`config.mk`:
```
export PLATFORM = sky130hd
export DESIGN_NAME = branch_predict_unit
export DESIGN_NICKNAME = d
export VERILOG_FILES = /design/src/rtl/simplerisc_pkg.sv /design/src/rtl/branch_predict_unit_btb_array.sv /design/src/rtl/branch_predict_unit.sv
export SDC_FILE = /design/constraint.sdc
export NUM_CORES = 1
export LEC_CHECK = 0
export CORE_UTILIZATION = 31
export CTS_CLUSTER_DIAMETER = 150
export DETAILED_ROUTE_END_ITERATION = 8
export GPL_TIMING_DRIVEN = 1
export PLACE_DENSITY = 0.55
export SYNTH_ARGS = -nofsm -noshare
export SYNTH_HDL_FRONTEND = slang
export SYNTH_SLANG_ARGS = --single-unit
```
`constraint.sdc`:
```
create_clock -name clk -period 5.59 [get_ports clk]
set_input_delay 1.118 -clock clk [delete_from_list [all_inputs] [get_ports clk]]
set_output_delay 1.118 -clock clk [all_outputs]
set_load 0.01 [all_outputs]
```
`src/rtl/simplerisc_pkg.sv`:
```
// Shared types and constants for the SimpleRISC branch predictor:
// 2-bit counter encodings, the BTB entry layout and the sequential PC step.
package simplerisc_pkg;

    typedef enum logic [1:0] {
        SNT = 2'b00,
        WNT = 2'b01,
        WT  = 2'b10,
        ST  = 2'b11
    } ctr_t;

    localparam int PC_INC = 4;

    // Tag and target are carried at the widest supported PC width.
    // Each module narrows them to its own WIDTH.
    localparam int BTB_MAX_W = 64;

    typedef struct packed {
        logic                 valid;
        logic [BTB_MAX_W-1:0] tag;
        logic [BTB_MAX_W-1:0] target;
        ctr_t                 ctr;
    } btb_entry_t;

endpackage

```
`src/rtl/branch_predict_unit_btb_array.sv`:
```
// Direct-mapped BTB storage. The fetch read port is combinational, so a
// same-cycle write to that index is seen only from the next cycle.
module btb_array
    import simplerisc_pkg::*;
#(
    parameter  int WIDTH    = 32,
    parameter  int ENTRIES  = 16,
    localparam int IDX_BITS = $clog2(ENTRIES)
) (
    input  logic                clk,
    input  logic                rst_n,
    input  logic [IDX_BITS-1:0] rd_idx,
    output btb_entry_t          rd_entry,
    input  logic [IDX_BITS-1:0] wr_idx,
    output btb_entry_t          wr_cur,
    input  logic                wr_en,
    input  btb_entry_t          wr_entry
);

    localparam int TAG_W = WIDTH - IDX_BITS - 2;

    logic             valid_mem  [ENTRIES];
    ctr_t             ctr_mem    [ENTRIES];
    logic [TAG_W-1:0] tag_mem    [ENTRIES];
    logic [WIDTH-1:0] target_mem [ENTRIES];

    // Only valid and ctr need resetting; tag/target are ignored while invalid.
    always_ff @(posedge clk or negedge rst_n) begin
        if (!rst_n) begin
            for (int i = 0; i < ENTRIES; i++) begin
                valid_mem[i] <= 1'b0;
                ctr_mem[i]   <= SNT;
            end
        end else if (wr_en) begin
            valid_mem[wr_idx] <= wr_entry.valid;
            ctr_mem[wr_idx]   <= wr_entry.ctr;
        end
    end

    always_ff @(posedge clk) begin
        if (wr_en) begin
            tag_mem[wr_idx]    <= TAG_W'(wr_entry.tag);
            target_mem[wr_idx] <= WIDTH'(wr_entry.target);
        end
    end

    always_comb begin
        rd_entry.valid  = valid_mem[rd_idx];
        rd_entry.tag    = BTB_MAX_W'(tag_mem[rd_idx]);
        rd_entry.target = BTB_MAX_W'(target_mem[rd_idx]);
        rd_entry.ctr    = ctr_mem[rd_idx];

        wr_cur.valid    = valid_mem[wr_idx];
        wr_cur.tag      = BTB_MAX_W'(tag_mem[wr_idx]);
        wr_cur.target   = BTB_MAX_W'(target_mem[wr_idx]);
        wr_cur.ctr      = ctr_mem[wr_idx];
    end

endmodule

```
`src/rtl/branch_predict_unit.sv`:
```
// Branch unit with architectural E/GT flags, EX-stage branch resolution,
// BTB-based fetch prediction, mispredict redirect and saturating perf counters.
module branch_predict_unit
    import simplerisc_pkg::*;
#(
    parameter int WIDTH       = 32,
    parameter int BTB_ENTRIES = 16,
    parameter int CNT_WIDTH   = 32
) (
    input  logic                 clk,
    input  logic                 rst_n,
    input  logic [WIDTH-1:0]     fetch_pc,
    output logic                 pred_taken,
    output logic [WIDTH-1:0]     pred_target,
    input  logic                 ex_valid,
    input  logic [WIDTH-1:0]     ex_pc,
    input  logic                 is_cmp,
    input  logic                 is_beq,
    input  logic                 is_bgt,
    input  logic                 is_ubranch,
    input  logic                 is_ret,
    input  logic [WIDTH-1:0]     cmp_a,
    input  logic [WIDTH-1:0]     cmp_b,
    input  logic [WIDTH-1:0]     branch_target,
    input  logic [WIDTH-1:0]     op1,
    input  logic                 ex_pred_taken,
    input  logic [WIDTH-1:0]     ex_pred_target,
    output logic                 is_branch_taken,
    output logic [WIDTH-1:0]     branch_pc,
    output logic                 mispredict,
    output logic [WIDTH-1:0]     redirect_pc,
    output logic                 flag_e,
    output logic                 flag_gt,
    output logic [CNT_WIDTH-1:0] branch_count,
    output logic [CNT_WIDTH-1:0] mispredict_count
);

    localparam int IDX_BITS = $clog2(BTB_ENTRIES);
    localparam int TAG_W    = WIDTH - IDX_BITS - 2;

    function automatic ctr_t ctr_inc(input ctr_t c);
        return (c == ST) ? ST : ctr_t'(c + 2'd1);
    endfunction

    function automatic ctr_t ctr_dec(input ctr_t c);
        return (c == SNT) ? SNT : ctr_t'(c - 2'd1);
    endfunction

    logic [IDX_BITS-1:0] fetch_idx, ex_idx;
    logic [TAG_W-1:0]    fetch_tag, ex_tag;
    btb_entry_t          rd_entry, wr_cur, wr_entry;
    logic                wr_en, fetch_hit, ex_hit, branch_class;

    // Shifting the whole PC keeps the unused byte-offset bits out of the slices.
    assign fetch_idx = IDX_BITS'(fetch_pc >> 2);
    assign fetch_tag = TAG_W'(fetch_pc >> (IDX_BITS + 2));
    assign ex_idx    = IDX_BITS'(ex_pc >> 2);
    assign ex_tag    = TAG_W'(ex_pc >> (IDX_BITS + 2));

    btb_array #(
        .WIDTH   (WIDTH),
        .ENTRIES (BTB_ENTRIES)
    ) u_btb (
        .clk      (clk),
        .rst_n    (rst_n),
        .rd_idx   (fetch_idx),
        .rd_entry (rd_entry),
        .wr_idx   (ex_idx),
        .wr_cur   (wr_cur),
        .wr_en    (wr_en),
        .wr_entry (wr_entry)
    );

    assign fetch_hit   = rd_entry.valid && (rd_entry.tag == BTB_MAX_W'(fetch_tag));
    assign pred_taken  = fetch_hit && rd_entry.ctr[1];
    assign pred_target = pred_taken ? WIDTH'(rd_entry.target) : '0;

    assign branch_class    = is_beq | is_bgt | is_ubranch | is_ret;
    assign is_branch_taken = ex_valid & ((is_beq & flag_e) | (is_bgt & flag_gt)
                                         | is_ubranch | is_ret);
    assign branch_pc       = is_ret ? op1 : branch_target;
    assign mispredict      = ex_valid & ((is_branch_taken != ex_pred_taken)
                             | (is_branch_taken & ex_pred_taken & (ex_pred_target != branch_pc)));
    assign redirect_pc     = is_branch_taken ? branch_pc : ex_pc + WIDTH'(PC_INC);

    assign ex_hit = wr_cur.valid && (wr_cur.tag == BTB_MAX_W'(ex_tag));

    // Hits train the counter; only taken misses allocate a fresh entry.
    always_comb begin
        wr_en    = 1'b0;
        wr_entry = wr_cur;
        if (ex_valid && branch_class) begin
            if (ex_hit) begin
                wr_en = 1'b1;
                if (is_branch_taken) begin
                    wr_entry.ctr    = ctr_inc(wr_cur.ctr);
                    wr_entry.target = BTB_MAX_W'(branch_pc);
                end else begin
                    wr_entry.ctr    = ctr_dec(wr_cur.ctr);
                end
            end else if (is_branch_taken) begin
                wr_en           = 1'b1;
                wr_entry.valid  = 1'b1;
                wr_entry.tag    = BTB_MAX_W'(ex_tag);
                wr_entry.target = BTB_MAX_W'(branch_pc);
                wr_entry.ctr    = WT;
            end
        end
    end

    always_ff @(posedge clk or negedge rst_n) begin
        if (!rst_n) begin
            flag_e  <= 1'b0;
            flag_gt <= 1'b0;
        end else if (ex_valid && is_cmp) begin
            flag_e  <= (cmp_a == cmp_b);
            flag_gt <= ($signed(cmp_a) > $signed(cmp_b));
        end
    end

    always_ff @(posedge clk or negedge rst_n) begin
        if (!rst_n) begin
            branch_count     <= '0;
            mispredict_count <= '0;
        end else begin
            if (ex_valid && branch_class && (branch_count != '1))
                branch_count <= branch_count + CNT_WIDTH'(1);
            if (mispredict && (mispredict_count != '1))
                mispredict_count <= mispredict_count + CNT_WIDTH'(1);
        end
    end

endmodule

```
After elaboration in Yosys (flattened, before gate mapping). Memories as Yosys holds them, arrays and structs flattened. Index checks and enable logic that the tools add are counted.

Bits in registers: 114. Bits in latches: 0. Memory bits (writable): 928. Memory bits (read-only): 0. Input bits: 233. Output and inout bits: 165. Logic and storage cells: 117. Memories kept: 2.

$add $sub $neg: 5. Multiply operators: 0. Divide/modulo/power cells: 0. Order comparisons: 4. Equality and inequality tests: 11. Shifts and indexed selects: 0. Muxes and demuxes: 34. Bitwise operators: 15. Reduce and logical (&&, ||, !) cells: 10.

Memories: u_btb.target_mem (words 16, width 32, rd ports 1, clocked after memory_dff 0, wr ports 1, RTL line branch_predict_unit_btb_array.sv:25) `logic [WIDTH-1:0] target_mem [ENTRIES];`; u_btb.tag_mem (words 16, width 26, rd ports 2, clocked after memory_dff 0, wr ports 1, RTL line branch_predict_unit_btb_array.sv:24) `logic [TAG_W-1:0] tag_mem [ENTRIES];`.

Operator list (number): two-way mux 131 bit (2); two-way mux 32 bit (4); two-way mux 66 bit (1); two-way mux 65 bit (1); adder 32 x 1 -> 32 bit, second input constant (2); != test 32 bit, second input constant (2); equality test 26 bit (2); adder 32 x 3 -> 32 bit, second input constant (1); bitwise mux 32 bit (1); equality test 32 bit (1); > comparator 32 bit (1); != test 32 bit (1); binary-select mux 2 bit (select 4 bit) (2); bitwise mux 16 bit (1); two-way mux 2 bit (8); greater-or-equal comparator 5 bit, second input constant (2); two-way mux 1 bit (10); inverter 4 -> 5 bit (2); binary-select mux 1 bit (select 4 bit) (2); demux 2 bit (select 4 bit) (1); logical AND 1 bit (8); bitwise OR 1 bit (7); bitwise AND 1 bit (6); != test 3 bit, second input constant (2); 9 further kinds (9).

Depth between registers and ports, before layout.
Word-level depth: 11. Depth in mapped cells: 17. Gate-level depth less buffers: 11.

Cells and area by module. From an unflattened synthesis, not the netlist that was laid out.

Cell total of the unflattened synthesis: 3197. Area, all modules: 52719.3 um^2.

By module, submodules not included: btb_array (times used 1, cells each 2220, area an instance 44984.4 um^2, sequential area each 29067.9 um^2); branch_predict_unit (times used 1, cells each 977, area an instance 7734.9 um^2, sequential area each 1651.6 um^2).

Worst setup path after synthesis. No wires, ideal clock.

Kind: input port to flip-flop. Start: input ex_pc[2]. End: memory u_btb.tag_mem[7][0] (netlist name) (enable). Library setup time: 0.409 ns. Data arrival time: 5.181 ns. Data required time: 5.181 ns. Slack: 0.000 ns. Stages: 15. Path buffers: 6. Path through: buf_6 > buf_6 > buf_8 > buf_8 > buf_6 > mux2i_1 > a22oi_1 > a32o_1 > a2111oi_0 > nand4b_1 > nand4b_1 > nor4_2 > a21oi_1 > clkbuf_1 > nor2_1.

Longest elaborated chain between the ends: 9. Elaborated cells between the ends (all ways): 11. Those cells by class: eq/ne: 1; mux: 7; bitwise: 1; reduce/logical: 1; memory: 1.

RTL lines: start: declaration (RTL line branch_predict_unit.sv:16) `input logic [WIDTH-1:0] ex_pc,`; branches (longest 9 deep; another with memory (16 x 26 bit)); end: declaration (RTL line branch_predict_unit_btb_array.sv:24).

Several ways; the timed one is not identified. The select of a mux whose other input is x is not followed.

Worst setup path after layout.
Start: input fetch_pc[2]. End: output pred_target[24].

Longest elaborated chain between the ends: 7. Elaborated cells between the ends (all ways): 13. Those cells by class: eq/ne: 1; mux: 7; bitwise: 1; reduce/logical: 2; memory: 2.

RTL lines: start: declaration (RTL line branch_predict_unit.sv:12) `input logic [WIDTH-1:0] fetch_pc,`; branches (longest 6 deep; another with memory (16 x 26 bit)); two-way mux 32 bit * (RTL line branch_predict_unit.sv:76) `assign pred_target = pred_taken ? WIDTH'(rd_entry.target) : '0;`; end: declaration (RTL line branch_predict_unit.sv:14) `output logic [WIDTH-1:0] pred_target,`.

Every way passes the cells marked *. The select of a mux whose other input is x is not followed.

==> flow_metrics.tcl <==
set metrics [dict create \
    dr.pass1.iters 5 \
    fmax_mhz 178.9 \
    final.setup_skew_ns 0.03591 \
    synth-seq-area-share_pct 62.94 \
    synthToLayoutAreaGrowth_pct 27.59 \
    synth_top_area_cell "edfxtp_1" \
    clock_tree.buffer_depth 3 \
    worstReg2RegStart "u_btb.tag_mem[13][22]" \
    critical_path_required_ns 4.47 \
    arrival_ns 4.47 \
    cpMaxStageDelayCell "mux4_2" \
    synth-edff-count 928 \
    gr-usage-met2_pct 33.11 \
    design.core.area_um2 156200 \
    hold_viol_final 0 \
    dp_hpwl_mm 110.7 \
    cts_num_sinks 1042 \
    setup.worst_path.start "fetch_pc[2]" \
    place_congestion 0.9868 \
    clk_latency_ns 0.75 \
    slew_violations 0 \
    grt_pass1_vias 30550 \
    synth_ff_type "edfxtp_1" \
    die-area_um2 159000 \
    critPathMaxStageDelay_ns 0.50 \
    dpl.cell_count 5490 \
    crit_path_end "pred_target[24]" \
    path_depth 14 \
    maxCapViolCount 0 \
    min_period_over_period_pct 100.0 \
    synth_nets 3161 \
    synth-seq-cells 1042 \
    p_per_area_nw_per_um2 306.8 \
    vias 30660 \
    crit_chain "buf_16 > buf_12 > buf_12 > mux4_2 > mux4_2 > xnor2_2 > nand4_1 > nor2_2 > nand4_1 > buf_6 > buf_12 > buf_16 > nor2b_1 > buf_2" \
    initial_core_util_pct 31.25 \
    synthArstFlopShare_pct 10.94 \
    yosys_warnings 0 \
    viasPerCell 5.360 \
    antenna_found_initial 9 \
    vdd_drop_max_v 0.0002553 \
    syn_avg_cell_area_um2 16.89 \
    grt-busiest-layer "met2" \
    drc 0 \
    fin_nets 3839 \
    setup_violations 1 \
    drtIter0Drc 3337 \
    rr_endpoint "u_btb.tag_mem[0][13]" \
    dp_slack_ns -0.7551 \
    synth.area.top_cells "edfxtp_1 (57%), mux4_2 (18%), dfrtp_1 (5.8%), mux2i_1 (2.1%), xnor2_1 (1.8%)" \
    syn_area_um2 48810 \
    final_util_pct 39.87 \
    rows 145 \
    drt-wirelength-per-cell_um 28.68 \
    htreeDepth 3 \
    port_buffers 395 \
    mostFrequentLayoutCells "edfxtp_1 (928), mux4_2 (385), clkdlybuf4s50_1 (352)" \
    finalNonFillerCells 5721 \
    critPathMaxFanout 9 \
    dieWidth_um 398.8 \
    cpLargestDelayFamily "buffers and inverters" \
    end_kind "output port" \
    reg2reg_slack_ns 1.31 \
    ios 398 \
    synth_cell_types 71 \
    violations "setup timing" \
    rsz0062_at_grt "yes" \
    tightest_slew_ns 1.165 \
    met1_usage_pct 28.17 \
    cts_tree "yes" \
    total_leakage_power_nw 21.39 \
    cp.buffers_inverters 7 \
    finalSetupTns_ns -0.001113 \
    track_usage_pct 20.38 \
    grt_pass1_wl_mm 229.2 \
    grt_overflow 0 \
    reg2reg_depth 10 \
    path_clk_slew_ns 0.06 \
    wl_mm 164.1 \
    numCtsBuffers 111 \
    fin_ws_ns -0.001113 \
    crit_top_cell "buf_12" \
    status "finished with violations" \
    grt_max_degree 103 \
    ant_nets 0 \
    drive_gt1_share_pct 29.19 \
    hold_ws_ns 0.4872 \
    cp-start-kind "primary input" \
    use_met3_pct 3.894 \
    root_buffer "clkbuf_16" \
    die_h_um 398.8 \
    final_common_cell "edfxtp_1" \
    max-slew-margin-rel_pct 22.34 \
    criticalPathCategory "in -> out" \
    synth_top_cell_area_share_pct 57.10 \
    hold_path_class "in -> async" \
    period_minus_slack_ns 5.591 \
    synthCells 2889 \
]
-- metrics by stage --
stage               total power [mW]  cell area [um2]
detailed placement             11.56            58020
CTS                            19.24            62030
floorplan                      10.29            48810
finish                         19.11            62270
global placement               11.54            58020
global route                   19.70            62270
-- cell type report --
| type | instances | area (um2) |
|---|---|---|
| diodes | 1 | 2.502 |
| clock buffers | 138 | 2970 |
| clock inverters | 70 | 833.3 |
| fillers | 14240 | 93930 |
| inverters | 90 | 337.8 |
| multi-input cells | 1580 | 17380 |
| flip-flops and latches | 1042 | 30720 |
| well taps | 2058 | 2575 |
| repair buffers | 742 | 7452 |
-- cells by family after synthesis --
kind of cell,count (synthesis),share of synthesized area [%]
simple gates,562,5.676
compound gates,262,3.586
mux,537,21.19
xor+xnor,179,3.212
buf+inv,267,2.379
fa+ha+maj,40,1.020
flops,1042,62.94
-- how the worst min path moves through the flow --
stage                     slack, ns  cells after the start              endpoint
after floorplan                0.46                      1    u_btb.valid_mem[1]
after global placement         0.48                      1      branch_count[14]
after detailed placement       0.48                      1      branch_count[14]
after CTS                      0.48                      1      branch_count[17]
after global routing           0.52                      2                flag_e
final                          0.49                      1  mispredict_count[27]
-- worst register-to-register path, stage by stage (launching register included) --
cell      delay, ns
edfxtp_1       0.41
mux4_2         0.49
mux2i_1        0.29
mux2_2         0.46
nand2_1        0.11
nor4b_1        0.33
nand4b_1       0.22
nor4_4         0.44
buf_4          0.21
nor3_1         0.05
a21oi_1        0.90
-- cell usage after synthesis, types with 19 or more instances --
cell type	count
xor2_1	76
buf_1	32
o221ai_1	19
nor3_1	35
ha_1	39
edfxtp_1	928
nand2_1	147
dfrtp_1	114
a21oi_1	27
nand4_1	43
nor2b_1	46
or3_1	21
xnor2_1	103
mux2i_1	103
mux2_2	43
clkbuf_1	105
buf_2	22
o21ai_0	95
mux4_2	385
and3_1	23
inv_1	87
nor2_1	127
nand3_1	64
-- what timing repair did --
action,4_1_cts,5_1_grt
resized for setup,161,36
pin swaps,6,6
hold buffers,0,0
endpoints found under the setup margin,33,34
cloned,5,1
setup buffers,9,8
-- state kept, by name (all words and copies together) (netlist names) --
signal / flops
u_btb.target_mem: 512
u_btb.tag_mem: 416
flag_gt: 1
u_btb.valid_mem: 16
mispredict_count: 32
branch_count: 32
flag_e: 1
u_btb.ctr_mem: 32
-- report_power, final --
group / switching (mW) / internal [mW]
clock network: 3.20 / 4.47
logic: 1.33 / 1.17
registers: 0.167 / 8.77
total: 4.70 / 14.4
-- routing by layer --
layer | vias to the layer above | routed length [um]
li1 | 12960 | -
met1 | 16150 | 69550
met2 | 1355 | 78100
met3 | 196 | 12760
met4 | 6 | 3621
met5 | - | 35
Note: power is estimated with default switching activity, not from simulation.
